$ cat src/rtl/spi_pkg.sv
// Shared SPI front-end definitions: frame geometry, command encodings, FSM states.
// Command encodings are shared with the SPI RAM and its bench.
package spi_pkg;

    localparam int FRAME_WIDTH = 10;
    localparam int DATA_WIDTH  = 8;

    localparam logic [1:0] CMD_WR_ADDR = 2'b00;
    localparam logic [1:0] CMD_WR_DATA = 2'b01;
    localparam logic [1:0] CMD_RD_ADDR = 2'b10;
    localparam logic [1:0] CMD_RD_DATA = 2'b11;

    typedef enum logic [2:0] {
        IDLE,
        CHK_CMD,
        WRITE,
        READ_ADD,
        READ_DATA
    } spi_state_e;

endpackage

$ cat src/rtl/spi_miso_shifter.sv
// MISO output shifter: loads a byte, drives it MSB first over WIDTH cycles, starting the cycle after load.
// No backpressure; abort or reset clears it immediately and forces MISO low.
module spi_miso_shifter
    import spi_pkg::*;
#(
    parameter int WIDTH = DATA_WIDTH
) (
    input  logic             clk,
    input  logic             rst,
    input  logic             load,
    input  logic             abort,
    input  logic [WIDTH-1:0] din,
    output logic             miso,
    output logic             busy
);

    localparam int CW = $clog2(WIDTH + 1);

    logic [WIDTH-1:0] shreg;
    logic [CW-1:0]    remaining;

    always_ff @(posedge clk) begin
        if (rst || abort) begin
            shreg     <= '0;
            remaining <= '0;
        end else if (load) begin
            shreg     <= din;
            remaining <= CW'(WIDTH);
        end else if (busy) begin
            shreg     <= {shreg[WIDTH-2:0], 1'b0};
            remaining <= remaining - 1'b1;
        end
    end

    assign busy = (remaining != '0);
    assign miso = busy & shreg[WIDTH-1];

endmodule

$ cat src/rtl/spi_slave_frontend.sv
// SPI slave front end: deserializes 10-bit MOSI frames to rx_data (rx_valid one cycle after the last bit)
// and returns the RAM read byte on MISO; no backpressure, SS_n high aborts the frame and returns to IDLE.
module spi_slave_frontend
    import spi_pkg::*;
(
    input  logic                   clk,
    input  logic                   rst,
    input  logic                   SS_n,
    input  logic                   MOSI,
    output logic                   MISO,
    output logic [FRAME_WIDTH-1:0] rx_data,
    output logic                   rx_valid,
    input  logic [DATA_WIDTH-1:0]  tx_data,
    input  logic                   tx_valid
);

    localparam int CNT_W = $clog2(FRAME_WIDTH);

    spi_state_e             state_q;
    spi_state_e             state_nxt;
    logic [CNT_W-1:0]       bit_cnt;
    logic [FRAME_WIDTH-2:0] frame_sr;
    logic [FRAME_WIDTH-1:0] frame_next;
    logic                   frame_done;
    logic                   tx_taken;
    logic                   rd_addr_seen;
    logic                   shifting;
    logic                   tx_busy;
    logic                   tx_load;

    assign frame_next = {frame_sr, MOSI};
    assign shifting   = state_q inside {WRITE, READ_ADD, READ_DATA};
    // Only the first tx_valid after a completed read-data frame is accepted.
    assign tx_load    = (state_q == READ_DATA) && frame_done && !tx_taken &&
                        !tx_busy && tx_valid && !SS_n;

    always_comb begin
        state_nxt = state_q;
        case (state_q)
            IDLE: begin
                if (!SS_n) state_nxt = CHK_CMD;
            end
            CHK_CMD: begin
                if (SS_n)              state_nxt = IDLE;
                else if (!MOSI)        state_nxt = WRITE;
                else if (rd_addr_seen) state_nxt = READ_DATA;
                else                   state_nxt = READ_ADD;
            end
            default: begin
                if (SS_n) state_nxt = IDLE;
            end
        endcase
    end

    always_ff @(posedge clk) begin
        if (rst) begin
            state_q      <= IDLE;
            bit_cnt      <= '0;
            frame_sr     <= '0;
            frame_done   <= 1'b0;
            tx_taken     <= 1'b0;
            rd_addr_seen <= 1'b0;
            rx_data      <= '0;
            rx_valid     <= 1'b0;
        end else begin
            state_q  <= state_nxt;
            rx_valid <= 1'b0;
            if (SS_n) begin
                bit_cnt    <= '0;
                frame_done <= 1'b0;
                tx_taken   <= 1'b0;
            end else begin
                if (state_q == CHK_CMD) begin
                    frame_sr <= frame_next[FRAME_WIDTH-2:0];
                    bit_cnt  <= CNT_W'(1);
                end else if (shifting && !frame_done) begin
                    frame_sr <= frame_next[FRAME_WIDTH-2:0];
                    bit_cnt  <= bit_cnt + 1'b1;
                    if (bit_cnt == CNT_W'(FRAME_WIDTH - 1)) begin
                        rx_data    <= frame_next;
                        rx_valid   <= 1'b1;
                        frame_done <= 1'b1;
                        if (state_q == READ_ADD)       rd_addr_seen <= 1'b1;
                        else if (state_q == READ_DATA) rd_addr_seen <= 1'b0;
                    end
                end
                if (tx_load) tx_taken <= 1'b1;
            end
        end
    end

    spi_miso_shifter #(.WIDTH(DATA_WIDTH)) u_miso (
        .clk   (clk),
        .rst   (rst),
        .load  (tx_load),
        .abort (SS_n),
        .din   (tx_data),
        .miso  (MISO),
        .busy  (tx_busy)
    );

endmodule

$ cat config.mk
export PLATFORM = sky130hd
export DESIGN_NAME = spi_slave_frontend
export DESIGN_NICKNAME = d
export VERILOG_FILES = /design/src/rtl/spi_pkg.sv /design/src/rtl/spi_miso_shifter.sv /design/src/rtl/spi_slave_frontend.sv
export SDC_FILE = /design/constraint.sdc
export NUM_CORES = 1
export LEC_CHECK = 0
export CORE_AREA = 5 5 66 68
export CTS_CLUSTER_SIZE = 8
export DETAILED_ROUTE_END_ITERATION = 16
export DIE_AREA = 0 0 71 73
export GPL_ROUTABILITY_DRIVEN = 0
export PLACE_DENSITY = 0.75
export SLEW_MARGIN = 20
export SYNTH_ARGS = -nofsm -noshare
export SYNTH_HDL_FRONTEND = slang
export SYNTH_HIERARCHICAL = 1
export SYNTH_SLANG_ARGS = --single-unit
$ cat constraint.sdc
create_clock -name clk -period 2 [get_ports clk]
set_input_delay 0.4 -clock clk [delete_from_list [all_inputs] [get_ports clk]]
set_output_delay 0.4 -clock clk [all_outputs]
set_load 0.02 [all_outputs]
* After elaboration in Yosys (flattened, before gate mapping) *
Cells that the tools add are included.
W data, S select, Z words.

cells by class
  multipliers = 0
  shift operators = 0
  $lt $le $gt $ge = 0
  reduce and logical (&&, ||, !) cells = 27
  mux-type cells = 17
  bitwise gates (word level) = 4
  div/mod/pow operators = 0
  equality and inequality tests = 6
  add/sub/neg operators = 2

operators with widths
  kind                   count
  $mux W9                2
  $mux W8                2
  $mux W3                5
  $mux W4                2
  $eq A3 B2 Y1 const B   2
  $logic_and A1 B1 Y1    6
  $pmux W3 S2            1
  $reduce_bool A2 Y1     3
  $reduce_bool A3 Y1     2
  $mux W1                5
  $reduce_and A5 Y1      1
  $add A4 B1 Y4 const B  1
  $eq A4 B4 Y1 const B   1
  $logic_not A1 Y1       4
  $reduce_and A2 Y1      2
  $reduce_and A4 Y1      1
  $reduce_bool A4 Y1     1
  $reduce_or A2 Y1       2
  $reduce_or A4 Y1       1
  $sub A4 B1 Y4 const B  1
  $eq A3 B1 Y1 const B   1
  $eq A3 B3 Y1 const B   1
  $logic_not A3 Y1       1
  $not A1 Y1             3
  5 further kinds        5

storage, ports and cells
  output and inout bits = 12
  logic and storage cells = 68
  memory bits (writable) = 0
  input port bits = 13
  latch bits = 0
  memories = 0
  bits in read-only memories = 0
  register bits after elaboration = 42

* Depth between registers and ports, before layout *
Gate-level depths: netlist of run 1.

  depth after elaboration = 7
  gate-level depth with buffers = 11
  gate-level depth less buffers = 9

* Modules after synthesis *
The synthesis of run 1 kept the hierarchy.

modules (own cells, without submodules)
  module              area each (um2)  sequential area each (um2)  cells each  instances
  spi_slave_frontend  1331.3           600.6                       128         1
  spi_miso_shifter    564.3            240.2                       67          1

* Worst setup path before layout of run 1 *
OpenSTA, ideal clock, no wires.

  path kind = reg-to-reg
  start point = register u_miso.remaining[0]
  end point = register u_miso.shreg[2]
  buffers on the path = 3
  cell stages (with the launch flop) = 12
  slack = 0.111 ns
  clock period less this slack = 1.889 ns
  required time = 1.908 ns
  library setup time = 0.092 ns
  arrival = 1.797 ns
  path through = dfxtp_1 -> inv_1 -> ha_1 -> nor3b_2 -> inv_2 -> buf_6 -> nand4b_1 -> nor2_1 -> buf_2 -> buf_2 -> nor3_1 -> nor4_1

between the ends
  word-level cells in the longest chain between the ends = 6
  elaborated cells on any way between the ends = 7
  classes of those cells = 1 x mux; 6 x reduce/logical

RTL lines
  element                                               RTL line                  RTL
  start, declared                                       spi_miso_shifter.sv:20    logic [CW-1:0] remaining;
  start signal, assigned                                spi_miso_shifter.sv:28    remaining <= CW'(WIDTH);
  start signal, assigned                                spi_miso_shifter.sv:31    remaining <= remaining - 1'b1;
  $reduce_bool A4 Y1 *                                  spi_miso_shifter.sv:35    assign busy = (remaining != '0);
  named net tx_busy                                     spi_slave_frontend.sv:28  logic tx_busy;
  $logic_not A1 Y1 *                                    spi_slave_frontend.sv:35  !tx_busy && tx_valid && !SS_n;
  $logic_and A1 B1 Y1 *                                 spi_slave_frontend.sv:34  assign tx_load = (state_q == READ_DATA) && frame_done && !tx_taken &&
  $logic_and A1 B1 Y1 * (2 in a row)                    spi_slave_frontend.sv:35
  named net tx_load                                     spi_slave_frontend.sv:29  logic tx_load;
  $mux W8 / $reduce_bool A2 Y1 (equally long branches)  n/a
  end signal, assigned                                  spi_miso_shifter.sv:27    shreg <= din;
  end signal, assigned                                  spi_miso_shifter.sv:30    shreg <= {shreg[WIDTH-2:0], 1'b0};
  end, declared                                         spi_miso_shifter.sv:19    logic [WIDTH-1:0] shreg;

Mark *: on every way through the listed nets, which the timed path passes. The rest lies on a longest branch.
A chain may end at the register's enable or synchronous reset.

* Worst setup path after layout of run 1 *
  start point = register u_miso.remaining[1]
  end point = register u_miso.shreg[5]

Same word-level chain as after synthesis.

==> results.yml, run 1 <==
worst_setup_path:
  cp.arrival_ns: 2.05
  worst-r2r-cell-count: 9
  reg2reg_slack_ns: 0.15
  reg2reg_from: "u_miso/remaining[1]"
  crit_required_ns: 2.20
  start_kind: "flip-flop"
  endpoint_kind: "flip-flop"
  reg2reg_to: "u_miso/shreg[5]"
  crit_fanout: 11
  path_class: "reg2reg"
  crit_path_start: "u_miso/remaining[1]"
grt:
  grt_overflow_total: 0
  grt_max_degree: 17
  grt_pass1_vias: 1494
  grt_pass1_wl_um: 6437
  grtUsageMet3_pct: 3.306
  top_usage_layer: "met2"
  grt_use_met2_pct: 25.75
  track_usage_pct: 15.44
  met1_usage_pct: 19.22
  antenna_found_initial: 0
hold_path:
  whs_endpoint: "rx_data[6]"
  holdPathStages: 2
  worst_hold_path_type: "reg2reg"
  holdCritStartpoint: "rx_data[6]"
power:
  ir_worst_vdd_v: 0.0004669
  combPwrFrac_pct: 32.8
  p_clk_share_pct: 23.5
  power.switching_mw: 0.6922
  p_int_mw: 1.507
  p_leak_nw: 0.8561
  p_sw_share_pct: 31.48
  power.total_mw: 2.199
  p_seq_share_pct: 43.7
  p_per_area_nw_per_um2: 946.3
clocking:
  clk_path_buf_depth: 2
  cts-root-buf: "clkbuf_8"
  cts.sinks: 42
  post-cts-setup-buffers: 0
  cts_hold_buf: 0
  cts.htree.levels: 2
  clk-insertion-delay-late_ns: 0.29
  cts_tree: "yes"
  numCtsBuffers: 5
  clkTransAtPathRegs_ns: 0.07
yosys:
  async_flop_share_pct: 0
  synthAdderAreaFrac_pct: 2.640
  syn-cell-area_um2: 1896
  synth_top_area_share_pct: 44.36
  synth_area_leaders: "dfxtp_1 44%, mux2i_1 12%, nand2b_1 6.6%"
  ys_types: 41
  yosysTopAreaCell: "dfxtp_1"
  synthSimpleGateAreaFrac_pct: 26.40
  synth_edf_count: 0
  yosysSeqAreaShare_pct: 44.36
  synth_xor_area_share_pct: 0.9241
  yosys_warnings: 6
  syn-mean-instance-area_um2: 9.721
  synth_top_family_by_area: "simple AND/OR/NAND/NOR gates"
  syn_inst: 195
  synth-seq-cells: 42
  muxShareOfSynthArea_pct: 11.62
  synthMostInstantiatedCell: "dfxtp_1"
  synth_compound_area_share_pct: 8.713
  synth_common_cells: "42 x dfxtp_1, 22 x mux2i_1, 20 x nand2b_1"
  synth-main-ff-cell: "dfxtp_1"
  synth_nets: 212
floorplanning:
  start_util_pct: 49.90
  rows: 23
  die_w_um: 71
  ios: 25
  die_area_um2: 5183
  fp.coreArea_um2: 3799
  die_y_um: 73
routing:
  vias_per_cell: 5.303
  wl_per_cell_um: 12.73
  route.vias.total: 1469
  drtAntennaViolNets: 0
  postRouteWirelength_um: 3527
  drtIter0Drc: 53
  first_pass_iters: 4
  drc: 0
finish:
  final_area_um2: 2323
  area_growth_pct: 22.57
  ff_latch_area_um2: 840.8
  fill_cells: 347
  antenna_cells: 0
  fin_cells: 277
  multi_input_area_um2: 977.2
  post-route-util_pct: 61.17
  drive_above_1_share_pct: 14.54
  final_nets: 244
sta:
  max_slew_margin_pct: 60.44
  drv_slew: 0
  skew_ns: 0.006203
  whs_ns: 0.4740
  tightest_slew_ns: 0.5912
  rsz0062_at_grt: "yes"
  report.final.setup_viol: 0
  finalCritPeriodShare_pct: 92.64
  period_minus_slack_ns: 1.853
  hold_violations: 0
  max_freq_mhz: 539.7
run:
  max_cap_viol_count: 0
place:
  dp_hpwl_um: 2437
  dp.cells: 270
  io_buffer_count: 24
  placed_area_um2: 2225
run_status:
  outcome: "complete, no violations"
## logic make-up (layout without fill, tap and decap cells)
| family | after synthesis | count (layout) |
|---|---|---|
| and+or+nand+nor | 84 | 84 |
| DFF | 42 | 42 |
| muxes | 22 | 22 |
| AOI/OAI and AO/OA | 21 | 21 |
| buffers and inverters | 20 | 52 |
| adders and majority gates | 4 | 4 |
| xor gates and xnor gates | 2 | 2 |
## worst max-delay path by stage
stage | endpoint | slack (ns) | cells past startpoint
floorplan | u_miso/shreg[2] | 0.11 | 11
global placement | u_miso/shreg[0] | -0.16 | 7
detailed placement | u_miso/shreg[2] | -0.21 | 7
CTS | MISO | 0.03 | 6
global route | u_miso/shreg[3] | 0.0001 | 9
finish | u_miso/shreg[5] | 0.15 | 9
## layout make-up
type | count | share of cell area (%)
flip-flops and latches | 42 | 36.19
multi-input cells | 133 | 42.06
clock buffers | 6 | 3.123
clock inverters | 1 | 0.3231
repair buffers | 37 | 14.32
well taps | 50 | 2.693
inverters | 8 | 1.292
## layout by cell type (no fill, tap or decap), types with 2 or more instances in the layout
master           synthesis  layout
nor4b_2                  1       2
nand3b_1                 3       3
nor3_1                  17      17
inv_2                    1       2
nor2_1                  14      13
inv_1                    6       6
clkdlybuf4s50_1          0      23
nand2b_1                20      20
a21oi_1                  6       6
o21ai_0                  4       4
mux2i_1                 22      22
o21a_1                   2       2
nand3_1                  5       5
ha_1                     4       3
xnor2_1                  2       2
nor3b_1                  2       2
buf_4                    1      13
nand2_1                  3       3
clkbuf_8                 0       5
nor4_1                   8       8
dfxtp_1                 42      42
or3b_1                   2       2
## layer usage
metal | part of all wire [%] | wire (µm)
met2 | 48 | 1706
met1 | 46 | 1631
met3 | 3.3 | 118
met4 | 2.0 | 70
met5 | 0 | 0
## registers in the layout (all words and copies together) (netlist names)
signal / count
tx_taken: 1
state_q: 3
frame_done: 1
rx_data: 10
rd_addr_seen: 1
u_miso/shreg: 8
frame_sr: 9
u_miso/remaining: 4
bit_cnt: 4
rx_valid: 1
## what timing repair did
item | 4_1_cts | 5_1_grt
gates resized for setup | 4 | 6
setup endpoints to repair | 1 | 10
pin swaps | 0 | 1
gates cloned | 0 | 0
## critical path: stages, from the launching register on
cell and delay [ns]:
dfxtp_1 0.33, inv_1 0.08, ha_2 0.18, nor3b_4 0.20
inv_2 0.08, nand4b_1 0.21, nor2_2 0.18, buf_4 0.20
nor3_1 0.06, nor4_1 0.25
## power by group through the flow
stage / clock, mW / sequential [mW] / combinational, mW
after floorplan: 0 / 0.964 / 0.547
after global routing: 0.570 / 0.972 / 0.803
final: 0.517 / 0.961 / 0.721
after detailed placement: 0 / 0.975 / 0.699
after CTS: 0.534 / 0.959 / 0.720
after global placement: 0 / 0.972 / 0.693
## metrics by stage
stage / TNS, ns / worst slack, ns
CTS: 0 / 0.02767
floorplan: 0 / 0.1114
global route: 0 / 0.0001397
detailed placement: -2.636 / -0.2110
finish: 0 / 0.1472
global placement: -1.972 / -0.1630
Note: power is estimated with default switching activity, not from simulation.
==> run 2: changes to the inputs <==
Settings changed: SLEW_MARGIN 20 to 30, TNS_END_PERCENT from default to 20.
==> results of run 2 <==
The final DEF is identical to that of run 1; final timing and power are the same.
==> run 3: changes to the inputs <==
Settings changed: GPL_TIMING_DRIVEN from default to 0.
==> results.yml, run 3 (synthesis results as in run 1) <==
run_status:
  outcome: "complete, no violations"
hold_path:
  holdPathStages: 2
  worst_hold_path_type: "reg2reg"
  whs_endpoint: "tx_taken"
  holdCritStartpoint: "tx_taken"
finish:
  area_growth_pct: 25.74
  drive_above_1_share_pct: 17.09
  mostFrequentLayoutCells: "40 x dfxtp_1, 22 x mux2i_1, 22 x clkdlybuf4s50_1"
  largest_reg_flops: 10
  top_register: "rx_data"
  final_nets: 250
  antenna_cells: 0
  reg.largest.list: "rx_data (10), frame_sr (9), u_miso/shreg (8)"
  final_common_cell: "dfxtp_1"
power:
  p_per_area_nw_per_um2: 965.1
  ir_worst_vdd_v: 0.0005058
  power.total_mw: 2.300
  p_leak_nw: 0.8966
sta:
  report.final.setup_viol: 0
  max_slew_margin_pct: 59.38
  finalCritPeriodShare_pct: 92.64
  rsz0062_at_grt: "yes"
  tightest_slew_ns: 0.6071
  max_freq_mhz: 539.7
  setup_ws_ns: 0.1472
  period_minus_slack_ns: 1.853
  skew_ns: 0.005306
  hold_violations: 0
  drv_slew: 0
place:
  io_buffer_count: 24
  dp_worst_setup_slack_ns: -0.4960
  dp_hpwl_um: 2500
grt:
  antenna_found_initial: 0
  grt_pass1_wl_um: 6451
  grt_pass1_vias: 1424
  track_usage_pct: 15.61
  grt_overflow_total: 0
  grt_max_degree: 14
routing:
  drtIter0Drc: 77
  postRouteWirelength_um: 3751
  drc: 0
  route.vias.total: 1475
  first_pass_iters: 4
  wl_per_cell_um: 13.21
  drtAntennaViolNets: 0
  vias_per_cell: 5.194
floorplanning:
  die_y_um: 73
  ios: 25
  die_w_um: 71
  die_area_um2: 5183
  rows: 23
  fp.coreArea_um2: 3799
  start_util_pct: 49.90
worst_setup_path:
  path_class: "reg2out"
  worst-r2r-cell-count: 10
  endpoint_kind: "output port"
  reg2reg_from: "u_miso/remaining[1]"
  crit_required_ns: 1.60
  reg2reg_slack_ns: 0.16
  crit_fanout: 5
  start_kind: "flip-flop"
  cp.arrival_ns: 1.45
  reg2reg_to: "u_miso/shreg[4]"
clocking:
  clkTransAtPathRegs_ns: 0.08
  cts.sinks: 42
  numCtsBuffers: 5
  clk-insertion-delay-late_ns: 0.29
  cts_tree: "yes"
  cts.htree.levels: 2
  cts_hold_buf: 0
  clk_path_buf_depth: 2
  cts-root-buf: "clkbuf_8"
run:
  max_cap_viol_count: 0
run 3: routing by layer:
layer | track usage, % | up-vias | share of wire (%)
met5 | 0 | - | 0
li1 | - | 759 | -
met3 | 4.408 | 7 | 2.9
met1 | 19.54 | 691 | 47
met4 | 5.637 | 0 | 2.0
met2 | 25.75 | 18 | 48
run 3: where the power goes:
group / internal, mW / leakage (nW) / switching, mW
Combinational: 0.404 / 0.511 / 0.390
Sequential: 0.914 / 0.340 / 0.0554
Clock: 0.246 / 0.0452 / 0.291
run 3: critical path, stage by stage, from the launching register on:
cell and delay [ns]:
dfxtp_2 0.34, inv_2 0.08, ha_4 0.13, nor3b_4 0.24
inv_4 0.07, and2_1 0.15, buf_2 0.15
run 3: area by class of cell:
class                      instances  area (µm²)
timing repair buffer              32       301.5
buffer                            11       68.82
clock inverter                     2       13.76
sequential                        42       843.3
multi-input combinational        133       984.7
inverter                           8       36.28
tap                               50       62.56
fill                             343        1415
clock buffer                       6       72.57
run 3: stage by stage:
stage	setup TNS (ns)	util, %	hold slack [ns]	cell area, µm²	cells
5_1_grt	-0.03856	62.75	0.4972	2384	284
3_3_place_gp	-9.012	57.87	0.4435	2198	269
2_1_floorplan	0	-	0.4355	1896	195
3_5_place_dp	-9.273	57.87	0.4530	2198	269
4_1_cts	0	61.26	0.4644	2327	279
6_report	0	62.75	0.4606	2384	284
run 3: worst max path at each step:
stage,slack (ns),cells past startpoint,from,to
4_1_cts,0.001,7,u_miso/remaining[0],MISO
5_1_grt,-0.02,10,u_miso/remaining[1],u_miso/shreg[7]
3_3_place_gp,-0.47,8,SS_n,u_miso/shreg[1]
6_report,0.15,6,u_miso/remaining[1],MISO
2_1_floorplan,0.11,11,u_miso/remaining[0],u_miso/shreg[2]
3_5_place_dp,-0.50,8,SS_n,u_miso/shreg[3]
run 3: timing repair:
action	4_1_cts	5_1_grt
gates resized for setup	15	6
pin swaps	1	4
setup endpoints to repair	22	9
setup buffers	2	6
